`src/rtl/ctrl_pipe_pkg.sv`:
```
// ctrl_pipe shared definitions: LEGv8 opcodes, branch/ALU/writeback
// encodings and the ID/EX, EX/MEM, MEM/WB control bundles.
package ctrl_pipe_pkg;

    localparam int OPCODE_W = 11;
    localparam int REG_W    = 5;

    localparam logic [REG_W-1:0] ZERO_REG = 5'd31;
    localparam logic [REG_W-1:0] LINK_REG = 5'd30;

    // Full 11-bit opcodes (R-format, D-format, BR)
    localparam logic [10:0] OP_ADD  = 11'b10001011000;
    localparam logic [10:0] OP_SUB  = 11'b11001011000;
    localparam logic [10:0] OP_AND  = 11'b10001010000;
    localparam logic [10:0] OP_ORR  = 11'b10101010000;
    localparam logic [10:0] OP_ADDS = 11'b10101011000;
    localparam logic [10:0] OP_ANDS = 11'b11101010000;
    localparam logic [10:0] OP_SUBS = 11'b11101011000;
    localparam logic [10:0] OP_LSL  = 11'b11010011011;
    localparam logic [10:0] OP_LSR  = 11'b11010011010;
    localparam logic [10:0] OP_LDUR = 11'b11111000010;
    localparam logic [10:0] OP_STUR = 11'b11111000000;
    localparam logic [10:0] OP_BR   = 11'b11010110000;

    // I-format: opcode[10:1]
    localparam logic [9:0] OP_ADDI  = 10'b1001000100;
    localparam logic [9:0] OP_SUBI  = 10'b1101000100;
    localparam logic [9:0] OP_ANDI  = 10'b1001001000;
    localparam logic [9:0] OP_ORRI  = 10'b1011001000;
    localparam logic [9:0] OP_ADDIS = 10'b1011000100;
    localparam logic [9:0] OP_SUBIS = 10'b1111000100;
    localparam logic [9:0] OP_ANDIS = 10'b1111001000;

    // IM-format: opcode[10:2]
    localparam logic [8:0] OP_MOVZ = 9'b110100101;
    localparam logic [8:0] OP_MOVK = 9'b111100101;

    // CB-format: opcode[10:3]
    localparam logic [7:0] OP_CBZ   = 8'b10110100;
    localparam logic [7:0] OP_CBNZ  = 8'b10110101;
    localparam logic [7:0] OP_BCOND = 8'b01010100;

    // B-format: opcode[10:5]
    localparam logic [5:0] OP_B  = 6'b000101;
    localparam logic [5:0] OP_BL = 6'b100101;

    localparam logic [2:0] BCOND_OP_NONE = 3'd0;
    localparam logic [2:0] BCOND_OP_B    = 3'd1;
    localparam logic [2:0] BCOND_OP_BCND = 3'd2;
    localparam logic [2:0] BCOND_OP_CBZ  = 3'd3;
    localparam logic [2:0] BCOND_OP_CBNZ = 3'd4;
    localparam logic [2:0] BCOND_OP_BR   = 3'd5;
    localparam logic [2:0] BCOND_OP_BL   = 3'd6;

    localparam logic [1:0] ALUOP_MEM   = 2'b00;
    localparam logic [1:0] ALUOP_CBZ   = 2'b01;
    localparam logic [1:0] ALUOP_R     = 2'b10;
    localparam logic [1:0] ALUOP_OTHER = 2'b11;

    localparam logic [1:0] MEMTOREG_ALU = 2'b00;
    localparam logic [1:0] MEMTOREG_MEM = 2'b01;
    localparam logic [1:0] MEMTOREG_PC  = 2'b10;

    typedef struct packed {
        logic             aluSrc;
        logic             sregUp;
        logic [1:0]       aluOp;
        logic [2:0]       branchOp;
        logic             memRead;
        logic             memWrite;
        logic             regWrite;
        logic             wregLoc;
        logic [1:0]       memToReg;
        logic [REG_W-1:0] rd;
    } ctrl_t;

    typedef struct packed {
        logic  valid;
        ctrl_t ctrl;
    } id_ex_t;

    typedef struct packed {
        logic             valid;
        logic             memRead;
        logic             memWrite;
        logic             regWrite;
        logic             wregLoc;
        logic [1:0]       memToReg;
        logic [REG_W-1:0] rd;
    } ex_mem_t;

    typedef struct packed {
        logic             valid;
        logic             regWrite;
        logic             wregLoc;
        logic [1:0]       memToReg;
        logic [REG_W-1:0] rd;
    } mem_wb_t;

    // All-zero encodes NONE branch, ALUOp 00, rd 0
    localparam id_ex_t  ID_EX_BUBBLE  = '0;
    localparam ex_mem_t EX_MEM_BUBBLE = '0;
    localparam mem_wb_t MEM_WB_BUBBLE = '0;

endpackage

```
`src/rtl/ctrl_pipe_decode.sv`:
```
// ctrl_decode: combinational LEGv8 opcode to control-bundle decoder,
// plus the source-register usage flags feeding hazard detection.
module ctrl_decode
    import ctrl_pipe_pkg::*;
(
    input  logic [OPCODE_W-1:0] opcode,
    input  logic [REG_W-1:0]    rd,
    output ctrl_t               ctrl,
    output logic                reg2Loc,
    output logic                usesRn,
    output logic                usesSrc2
);

    logic rReg;
    logic rRegS;
    logic shiftOp;
    logic immR;
    logic immRS;
    logic immOS;
    logic immO;
    logic isLdur;
    logic isStur;
    logic isB;
    logic isBl;
    logic isBcond;
    logic isCbz;
    logic isCbnz;
    logic isBr;
    logic isMovz;
    logic isMovk;
    logic rFmtReg;

    assign rReg = (opcode == OP_ADD) | (opcode == OP_SUB)
                | (opcode == OP_AND) | (opcode == OP_ORR);
    assign rRegS = (opcode == OP_ADDS) | (opcode == OP_ANDS)
                 | (opcode == OP_SUBS);
    assign shiftOp = (opcode == OP_LSL) | (opcode == OP_LSR);

    assign immR  = (opcode[10:1] == OP_ADDI) | (opcode[10:1] == OP_SUBI);
    assign immRS = (opcode[10:1] == OP_SUBIS);
    assign immOS = (opcode[10:1] == OP_ADDIS) | (opcode[10:1] == OP_ANDIS);
    assign immO  = (opcode[10:1] == OP_ANDI) | (opcode[10:1] == OP_ORRI);

    assign isLdur  = (opcode == OP_LDUR);
    assign isStur  = (opcode == OP_STUR);
    assign isBr    = (opcode == OP_BR);
    assign isB     = (opcode[10:5] == OP_B);
    assign isBl    = (opcode[10:5] == OP_BL);
    assign isBcond = (opcode[10:3] == OP_BCOND);
    assign isCbz   = (opcode[10:3] == OP_CBZ);
    assign isCbnz  = (opcode[10:3] == OP_CBNZ);
    assign isMovz  = (opcode[10:2] == OP_MOVZ);
    assign isMovk  = (opcode[10:2] == OP_MOVK);

    always_comb begin
        ctrl          = '0;
        ctrl.aluOp    = ALUOP_OTHER;
        ctrl.branchOp = BCOND_OP_NONE;
        ctrl.rd       = rd;
        reg2Loc       = 1'b0;
        usesRn        = 1'b0;
        rFmtReg       = 1'b0;
        unique case (1'b1)
            rReg, rRegS: begin
                rFmtReg       = 1'b1;
                usesRn        = 1'b1;
                ctrl.regWrite = 1'b1;
                ctrl.sregUp   = rRegS;
                ctrl.aluOp    = ALUOP_R;
            end
            shiftOp, immR, immRS: begin
                usesRn        = 1'b1;
                ctrl.regWrite = 1'b1;
                ctrl.aluSrc   = 1'b1;
                ctrl.sregUp   = immRS;
                ctrl.aluOp    = ALUOP_R;
            end
            immOS, immO: begin
                usesRn        = 1'b1;
                ctrl.regWrite = 1'b1;
                ctrl.aluSrc   = 1'b1;
                ctrl.sregUp   = immOS;
            end
            isLdur: begin
                usesRn        = 1'b1;
                ctrl.regWrite = 1'b1;
                ctrl.aluSrc   = 1'b1;
                ctrl.memRead  = 1'b1;
                ctrl.memToReg = MEMTOREG_MEM;
                ctrl.aluOp    = ALUOP_MEM;
            end
            isStur: begin
                usesRn        = 1'b1;
                reg2Loc       = 1'b1;
                ctrl.aluSrc   = 1'b1;
                ctrl.memWrite = 1'b1;
                ctrl.aluOp    = ALUOP_MEM;
            end
            isB: ctrl.branchOp = BCOND_OP_B;
            isBcond: ctrl.branchOp = BCOND_OP_BCND;
            isBl: begin
                ctrl.regWrite = 1'b1;
                ctrl.wregLoc  = 1'b1;
                ctrl.memToReg = MEMTOREG_PC;
                ctrl.branchOp = BCOND_OP_BL;
                ctrl.rd       = LINK_REG;
            end
            isCbz, isCbnz: begin
                usesRn        = 1'b1;
                reg2Loc       = 1'b1;
                ctrl.sregUp   = 1'b1;
                ctrl.branchOp = isCbz ? BCOND_OP_CBZ : BCOND_OP_CBNZ;
                ctrl.aluOp    = isCbz ? ALUOP_CBZ : ALUOP_OTHER;
            end
            isBr: begin
                usesRn        = 1'b1;
                reg2Loc       = 1'b1;
                ctrl.branchOp = BCOND_OP_BR;
                ctrl.aluOp    = ALUOP_R;
            end
            isMovz, isMovk: begin
                usesRn        = isMovk;
                reg2Loc       = isMovk;
                ctrl.regWrite = 1'b1;
                ctrl.aluSrc   = 1'b1;
            end
            default: ;
        endcase
        // XZR is never written
        if (ctrl.rd == ZERO_REG) begin
            ctrl.regWrite = 1'b0;
        end
        usesSrc2 = reg2Loc | rFmtReg;
    end

endmodule

```
`src/rtl/ctrl_pipe.sv`:
```
// ctrl_pipe: pipelined LEGv8 control with load-use stall and branch flush.
// Load-use detection and stall_cnt exist only with CTRL_LOAD_USE_STALL_EN.
module ctrl_pipe
    import ctrl_pipe_pkg::*;
#(
    parameter int CNT_W = 16
) (
    input  logic                clk,
    input  logic                rst,
    input  logic                id_valid,
    input  logic [OPCODE_W-1:0] id_opcode,
    input  logic [REG_W-1:0]    id_rn,
    input  logic [REG_W-1:0]    id_rm,
    input  logic [REG_W-1:0]    id_rd,
    input  logic                ex_branch_taken,
    output logic                id_reg2loc,
    output logic                pc_write,
    output logic                ifid_write,
    output logic                ifid_flush,
    output logic                ex_valid,
    output logic                ex_alu_src,
    output logic                ex_sreg_up,
    output logic [1:0]          ex_alu_op,
    output logic [2:0]          ex_branch_op,
    output logic [REG_W-1:0]    ex_rd,
    output logic                mem_valid,
    output logic                mem_read,
    output logic                mem_write,
    output logic [REG_W-1:0]    mem_rd,
    output logic                wb_valid,
    output logic                wb_reg_write,
    output logic                wb_wreg_loc,
    output logic [1:0]          wb_mem_to_reg,
    output logic [REG_W-1:0]    wb_rd,
    output logic [CNT_W-1:0]    stall_cnt
);

    ctrl_t            idCtrl;
    logic             reg2Loc;
    logic             usesRn;
    logic             usesSrc2;
    logic             hazard;
    logic             stall;
    logic             flush;
    id_ex_t           idEx;
    id_ex_t           nextIdEx;
    ex_mem_t          exMem;
    mem_wb_t          memWb;
    logic [CNT_W-1:0] stallCnt;

    ctrl_decode uDecode (
        .opcode   (id_opcode),
        .rd       (id_rd),
        .ctrl     (idCtrl),
        .reg2Loc  (reg2Loc),
        .usesRn   (usesRn),
        .usesSrc2 (usesSrc2)
    );

`ifdef CTRL_LOAD_USE_STALL_EN
    logic [REG_W-1:0] src2;

    assign src2 = reg2Loc ? id_rd : id_rm;
    assign hazard = id_valid & idEx.valid & idEx.ctrl.memRead
                  & (idEx.ctrl.rd != ZERO_REG)
                  & ((usesRn & (idEx.ctrl.rd == id_rn))
                   | (usesSrc2 & (idEx.ctrl.rd == src2)));
`else
    logic unusedSrc;

    assign unusedSrc = ^{id_rn, id_rm, usesRn, usesSrc2};
    assign hazard = 1'b0;
`endif

    // Flush outranks stall
    assign flush = ex_branch_taken;
    assign stall = hazard & ~flush;

    assign id_reg2loc = reg2Loc;
    assign pc_write   = ~stall;
    assign ifid_write = ~stall;
    assign ifid_flush = flush;

    always_comb begin
        nextIdEx = ID_EX_BUBBLE;
        if (id_valid && !stall && !flush) begin
            nextIdEx.valid = 1'b1;
            nextIdEx.ctrl  = idCtrl;
        end
    end

    always_ff @(posedge clk) begin
        if (rst) begin
            idEx  <= ID_EX_BUBBLE;
            exMem <= EX_MEM_BUBBLE;
            memWb <= MEM_WB_BUBBLE;
        end else begin
            idEx  <= nextIdEx;
            exMem <= '{
                valid:    idEx.valid,
                memRead:  idEx.ctrl.memRead,
                memWrite: idEx.ctrl.memWrite,
                regWrite: idEx.ctrl.regWrite,
                wregLoc:  idEx.ctrl.wregLoc,
                memToReg: idEx.ctrl.memToReg,
                rd:       idEx.ctrl.rd
            };
            memWb <= '{
                valid:    exMem.valid,
                regWrite: exMem.regWrite,
                wregLoc:  exMem.wregLoc,
                memToReg: exMem.memToReg,
                rd:       exMem.rd
            };
        end
    end

    always_ff @(posedge clk) begin
`ifdef CTRL_LOAD_USE_STALL_EN
        if (rst) begin
            stallCnt <= '0;
        end else if (stall && (stallCnt != '1)) begin
            stallCnt <= stallCnt + CNT_W'(1);
        end
`else
        stallCnt <= '0;
`endif
    end

    assign ex_valid      = idEx.valid;
    assign ex_alu_src    = idEx.ctrl.aluSrc;
    assign ex_sreg_up    = idEx.ctrl.sregUp;
    assign ex_alu_op     = idEx.ctrl.aluOp;
    assign ex_branch_op  = idEx.ctrl.branchOp;
    assign ex_rd         = idEx.ctrl.rd;
    assign mem_valid     = exMem.valid;
    assign mem_read      = exMem.memRead;
    assign mem_write     = exMem.memWrite;
    assign mem_rd        = exMem.rd;
    assign wb_valid      = memWb.valid;
    assign wb_reg_write  = memWb.regWrite;
    assign wb_wreg_loc   = memWb.wregLoc;
    assign wb_mem_to_reg = memWb.memToReg;
    assign wb_rd         = memWb.rd;
    assign stall_cnt     = stallCnt;

endmodule

```
`config.mk`:
```
export PLATFORM = sky130hd
export DESIGN_NAME = ctrl_pipe
export DESIGN_NICKNAME = d
export VERILOG_FILES = /design/src/rtl/ctrl_pipe_pkg.sv /design/src/rtl/ctrl_pipe_decode.sv /design/src/rtl/ctrl_pipe.sv
export SDC_FILE = /design/constraint.sdc
export NUM_CORES = 1
export LEC_CHECK = 0
export ABC_AREA = 1
export CORE_MARGIN = 3
export CORE_UTILIZATION = 37
export DETAILED_ROUTE_END_ITERATION = 7
export PLACE_DENSITY = 0.75
export SKIP_CTS_REPAIR_TIMING = 1
export SLEW_MARGIN = 20
export SYNTH_ARGS = -nofsm -noshare
export SYNTH_HDL_FRONTEND = slang
export SYNTH_SLANG_ARGS = --single-unit
```
`constraint.sdc`:
```
create_clock -name clk -period 1.1 [get_ports clk]
set_clock_uncertainty 0.15 [all_clocks]
set_input_delay 0.22 -clock clk [delete_from_list [all_inputs] [get_ports clk]]
set_output_delay 0.22 -clock clk [all_outputs]
set_load 0.02 [all_outputs]
```
Yosys cells after proc, flatten, opt, wreduce, memory -nomap -nowiden
Cells that the tools add are included.

Register bits: 41. Input port bits: 30. Output and inout port bits: 51. Word-level logic and storage cells: 89.

Equality and inequality tests: 27. Muxes and demuxes: 15. Bitwise logic cells: 10. Reductions and logical operators: 14.

Operators by type and width (number): $eq A11 B11 Y1 const B (12); $eq A10 B10 Y1 const B (7); $mux W19 (1); $eq A9 B9 Y1 const B (2); $eq A8 B8 Y1 const B (2); $pmux W3 S5 (1); $reduce_or A2 Y1 (6); $reduce_or A11 Y1 (1); $or A1 B1 Y1 (9); $reduce_or A9 Y1 (1); $eq A8 B7 Y1 const B (1); $eq A6 B3 Y1 const B (1); $eq A6 B6 Y1 const B (1); $mux W1 (6); $pmux W2 S3 (1); $reduce_or A3 Y1 (2); $reduce_or A6 Y1 (1); $eq A5 B5 Y1 const B (1); $mux W5 (1); $pmux W1 S4 (1); $pmux W2 S2 (1); $reduce_or A4 Y1 (1); $mux W3 (1); $mux W2 (1); other kinds (4) (4).

Longest topological paths before layout
Word-level depth: 8. Gate-level depth with buffers: 9. Gate-level depth less buffers: 9.

Cells and area by module
A second synthesis with hierarchy kept.

Cells, all modules: 286. Area, all modules: 2064.5 µm².

By module, submodules not included: ctrl_pipe (times used 1, cells each 164, area an instance 1456.4 µm², sequential area each 820.8 µm²); ctrl_decode (times used 1, cells each 122, area an instance 608.1 µm², sequential area each 0.0 µm²).

Worst setup path after synthesis
Ideal clock, no wire load.

Path kind: input to output. From: input id_opcode[10]. To: output id_reg2loc. Arrival time: 1.035 ns. Path slack: -0.305 ns. Stages on the path: 5. Path through: buf_4 nand2_1 nor3_1 nand2_1 o2111ai_1.

Word-level cells in the longest chain between the ends: 3. Elaborated cells between the ends (all ways): 9. Those cells by class: eq/ne: 6; mux: 1; reduce/logical: 2.

RTL lines: start: declaration (line ctrl_pipe.sv:11) `input logic [OPCODE_W-1:0] id_opcode,`; $eq A11 B11 Y1 (tied with other cells) (line ctrl_pipe_decode.sv:46) `assign isBr = (opcode == OP_BR);`; $reduce_or A4 Y1 (no line) or $reduce_or A2 Y1 (tied branches); $pmux W1 S2 (*) (line ctrl_pipe_decode.sv:63) `unique case (1'b1)`; end: declaration (line ctrl_pipe.sv:16) `output logic id_reg2loc,`.

Every way passes the cells marked *; elsewhere a longest branch is shown, timed or not.

Worst setup path after layout
From: input id_opcode[3]. To: output id_reg2loc.

The elaborated chain is that of the path after synthesis.

==> out/metrics.csv <==
stage;metric;value;unit
routing;Post-DRT Antenna Nets;0;
grt;Total GRT Usage;14.9;%
cts;Root Buffer;clkbuf_8;
finish;share of layout cells above drive strength 1;57.8;%
worst_hold_path;Hold Startpoint;ex_branch_taken;
job;max cap viols;0;
routing;vias per inst;4.36;
sta;# setup viols final;28;
sta;worst hold margin;0.160;ns
pwr;Final Total Pwr;3.35;mW
critical_path;kind of critical path;in2out;
critical_path;Reg-to-Reg Start;ex_rd[2]$_SDFF_PP0_;
critical_path;max incr delay on CP;0.17;ns
critical_path;critical path startpoint;id_opcode[3];
sta;final count of pins violating max slew;0;
cts;CTS Buf Count;5;
sta;TNS Setup;-1.58;ns
sta;setup ws final;-0.368;ns
synthesis;post-synthesis sequential area ratio;42.3;%
routing;Detailed Routing Iterations Pass 1;4;
routing;Residual DRC;0;
cts;clk slew on worst S/H paths;0.08;ns
worst_hold_path;Worst Hold Class;in2reg;
floorplan;Die Span X;75.7;um
run_status;status;finished, violations left;
floorplan;IO Count;81;
cts;H-tree Lvls;2;
critical_path;CP arrival;1.10;ns
finish;# diodes;0;
finish;nets;373;
critical_path;CP Max Fanout;4;
sta;Hold Vio Cnt, Final;0;
floorplan;Die Area;5740;sq um
placed_design;post-DP HPWL;3290;um
sta;fin crit period;1.47;ns
synthesis;post-synthesis compound-gate area fraction;4.10;%
routing;Avg WL per Cell;11.9;um
sta;fmax;681;MHz
finish;Area growth, synth to finish;72.7;%
synthesis;mux contribution to synthesized area;0;%
critical_path;FF-to-FF setup slack;0.43;ns
cts;Clock Latency Late Sink;0.29;ns
synthesis;Synth Area in Simple Gates;28.5;%
cts;clk buf depth;2;
critical_path;Critical Path RT;0.73;ns
synthesis;Synth cell types;23;
grt;vias in the first global route;1552;
finish;fillers;351;
sta;RSZ-0062 raised after global routing;true;
cts;CTS tree;done;
critical_path;crit start category;primary input;
cts;CTS Sinks;38;
synthesis;area of the mapped netlist;1800;sq um
grt;Overflow after GRT;0;
floorplan;Initial Utilization;39.7;%
grt;largest net degree at the start of global routing;21;
floorplan;Core ar.;4530;sq um
routing;Detailed Route WL;4860;um
synthesis;synthesis-stage register bit count;38;
critical_path;Worst path slowest cell;nor2_1;
synthesis;synthesized instance count;252;
critical_path;Crit. End Element;output port;
routing;drt first-iter violations;41;
pwr;Static Leak;1.49;nW
grt;antenna violations before repair;0;
placed_design;number of port buffers;52;
run_status;failing checks;negative setup slack;
sta;Tcrit/Tclk final;133;%
routing;via count of the routed design;1783;
floorplan;Die Ht;75.7;um
synthesis;Avg Cell Area, Syn;7.14;sq um
synthesis;Synth Area in Adders;0;%
floorplan;Rows;24;
pwr;Power Density;1080;nW/um^2
synthesis;Yosys warnings;0;
pwr;VDD IR max;0.000723;V
grt;first-pass GRT wire length;6560;um
finish;final core occ;68.5;%
placed_design;Final Wtd Congestion;0.942;
synthesis;Synth Area in XOR/XNOR;0;%
critical_path;worst-path cell chain;buf_8 -> nor2_1 -> nand2_1 -> inv_2 -> nand3b_1 -> o2111ai_4 -> buf_6;
synthesis;main combinational cell family by area after synthesis;simple AND/OR/NAND/NOR gates;
-- power breakdown --
part,switching (mW),internal (mW)
logic,0.295,0.240
clock network,0.500,0.908
registers,0.0104,1.39
-- layer usage --
metal / wire [um] / vias to the layer above / global-route usage (%)
met5: 0 / - / 0
met4: 178 / 0 / 7.77
met3: 281 / 18 / 3.69
met2: 2670 / 64 / 26.7
met1: 1730 / 809 / 16.2
li1: - / 892 / -
-- cells in the final DEF (no fill, tap or decap), types with 2 or more instances in the layout --
master / n
a21oi_2: 5
buf_4: 44
buf_6: 49
bufinv_16: 2
clkbuf_2: 2
clkbuf_8: 5
clkdlybuf4s50_1: 5
clkinvlp_4: 3
conb_1: 18
dfxtp_1: 8
dfxtp_2: 30
dlymetal6s2s_1: 4
inv_1: 30
inv_2: 4
inv_4: 7
nand2_1: 20
nand2_2: 11
nand2_4: 7
nand3_1: 9
nand3_2: 4
nand3b_1: 3
nor2_1: 38
nor2_2: 8
nor2_4: 7
nor3_1: 2
nor3_2: 3
nor3_4: 2
-- stage by stage --
stage | instances | setup slack, ns | cell area, sq um
floorplan | 268 | -0.172 | 1930
global placement | 387 | -1.26 | 2540
detailed placement | 387 | -1.30 | 2540
CTS | 395 | -1.29 | 2680
global route | 409 | -0.421 | 3110
finish | 409 | -0.368 | 3110
-- final timing paths --
path,endpoint,cells past startpoint
setup / recovery,id_reg2loc,7
hold reg to reg,wb_reg_write$_SDFF_PP0_,2
hold / removal,ex_rd[3]$_SDFF_PP0_,5
setup reg to reg,mem_rd[2]$_SDFF_PP0_,2
-- cell usage after synthesis --
cell	number	area, sq um
nand3b_1	3	22.5
inv_1	41	154
nand2_1	35	131
nor3b_1	1	7.51
nand3_1	13	65.1
buf_2	1	5.00
o21a_1	1	7.51
nor4_1	1	6.26
nand2_2	3	18.8
a31oi_1	2	12.5
clkbuf_1	2	7.51
nand4_1	1	6.26
nor2_2	4	25.0
a21oi_1	6	30.0
buf_4	36	270
inv_2	2	7.51
nor3_4	1	16.3
nor3_1	6	30.0
conb_1	2	7.51
nor2_1	49	184
o2111ai_1	1	8.76
dfxtp_1	38	761
o21ai_0	3	15.0
-- kinds of logic after synthesis --
| family | count (synthesis) |
|---|---|
| other | 2 |
| flip-flops | 38 |
| buffers and inverters | 82 |
| AO/OA/AOI/OAI | 13 |
| AND/OR/NAND/NOR | 117 |
-- cell type report --
type,instances,area (sq um),share of cell area [%]
Inverter,43,186,6.00
Clock buffer,5,68.8,2.21
Timing Repair inverter,1,7.51,0.242
Tap cell,65,81.3,2.62
Multi-Input combinational cell,148,882,28.4
Timing Repair Buffer,106,1010,32.6
Clock inverter,3,68.8,2.21
Sequential cell,38,798,25.7
-- critical path: cells and delay by family --
| kind | cells | cell delay, ns |
|---|---|---|
| compound gates | 1 | 0.11 |
| simple gates | 3 | 0.44 |
| buf+inv | 3 | 0.32 |
(Power assumes the default switching activity.)
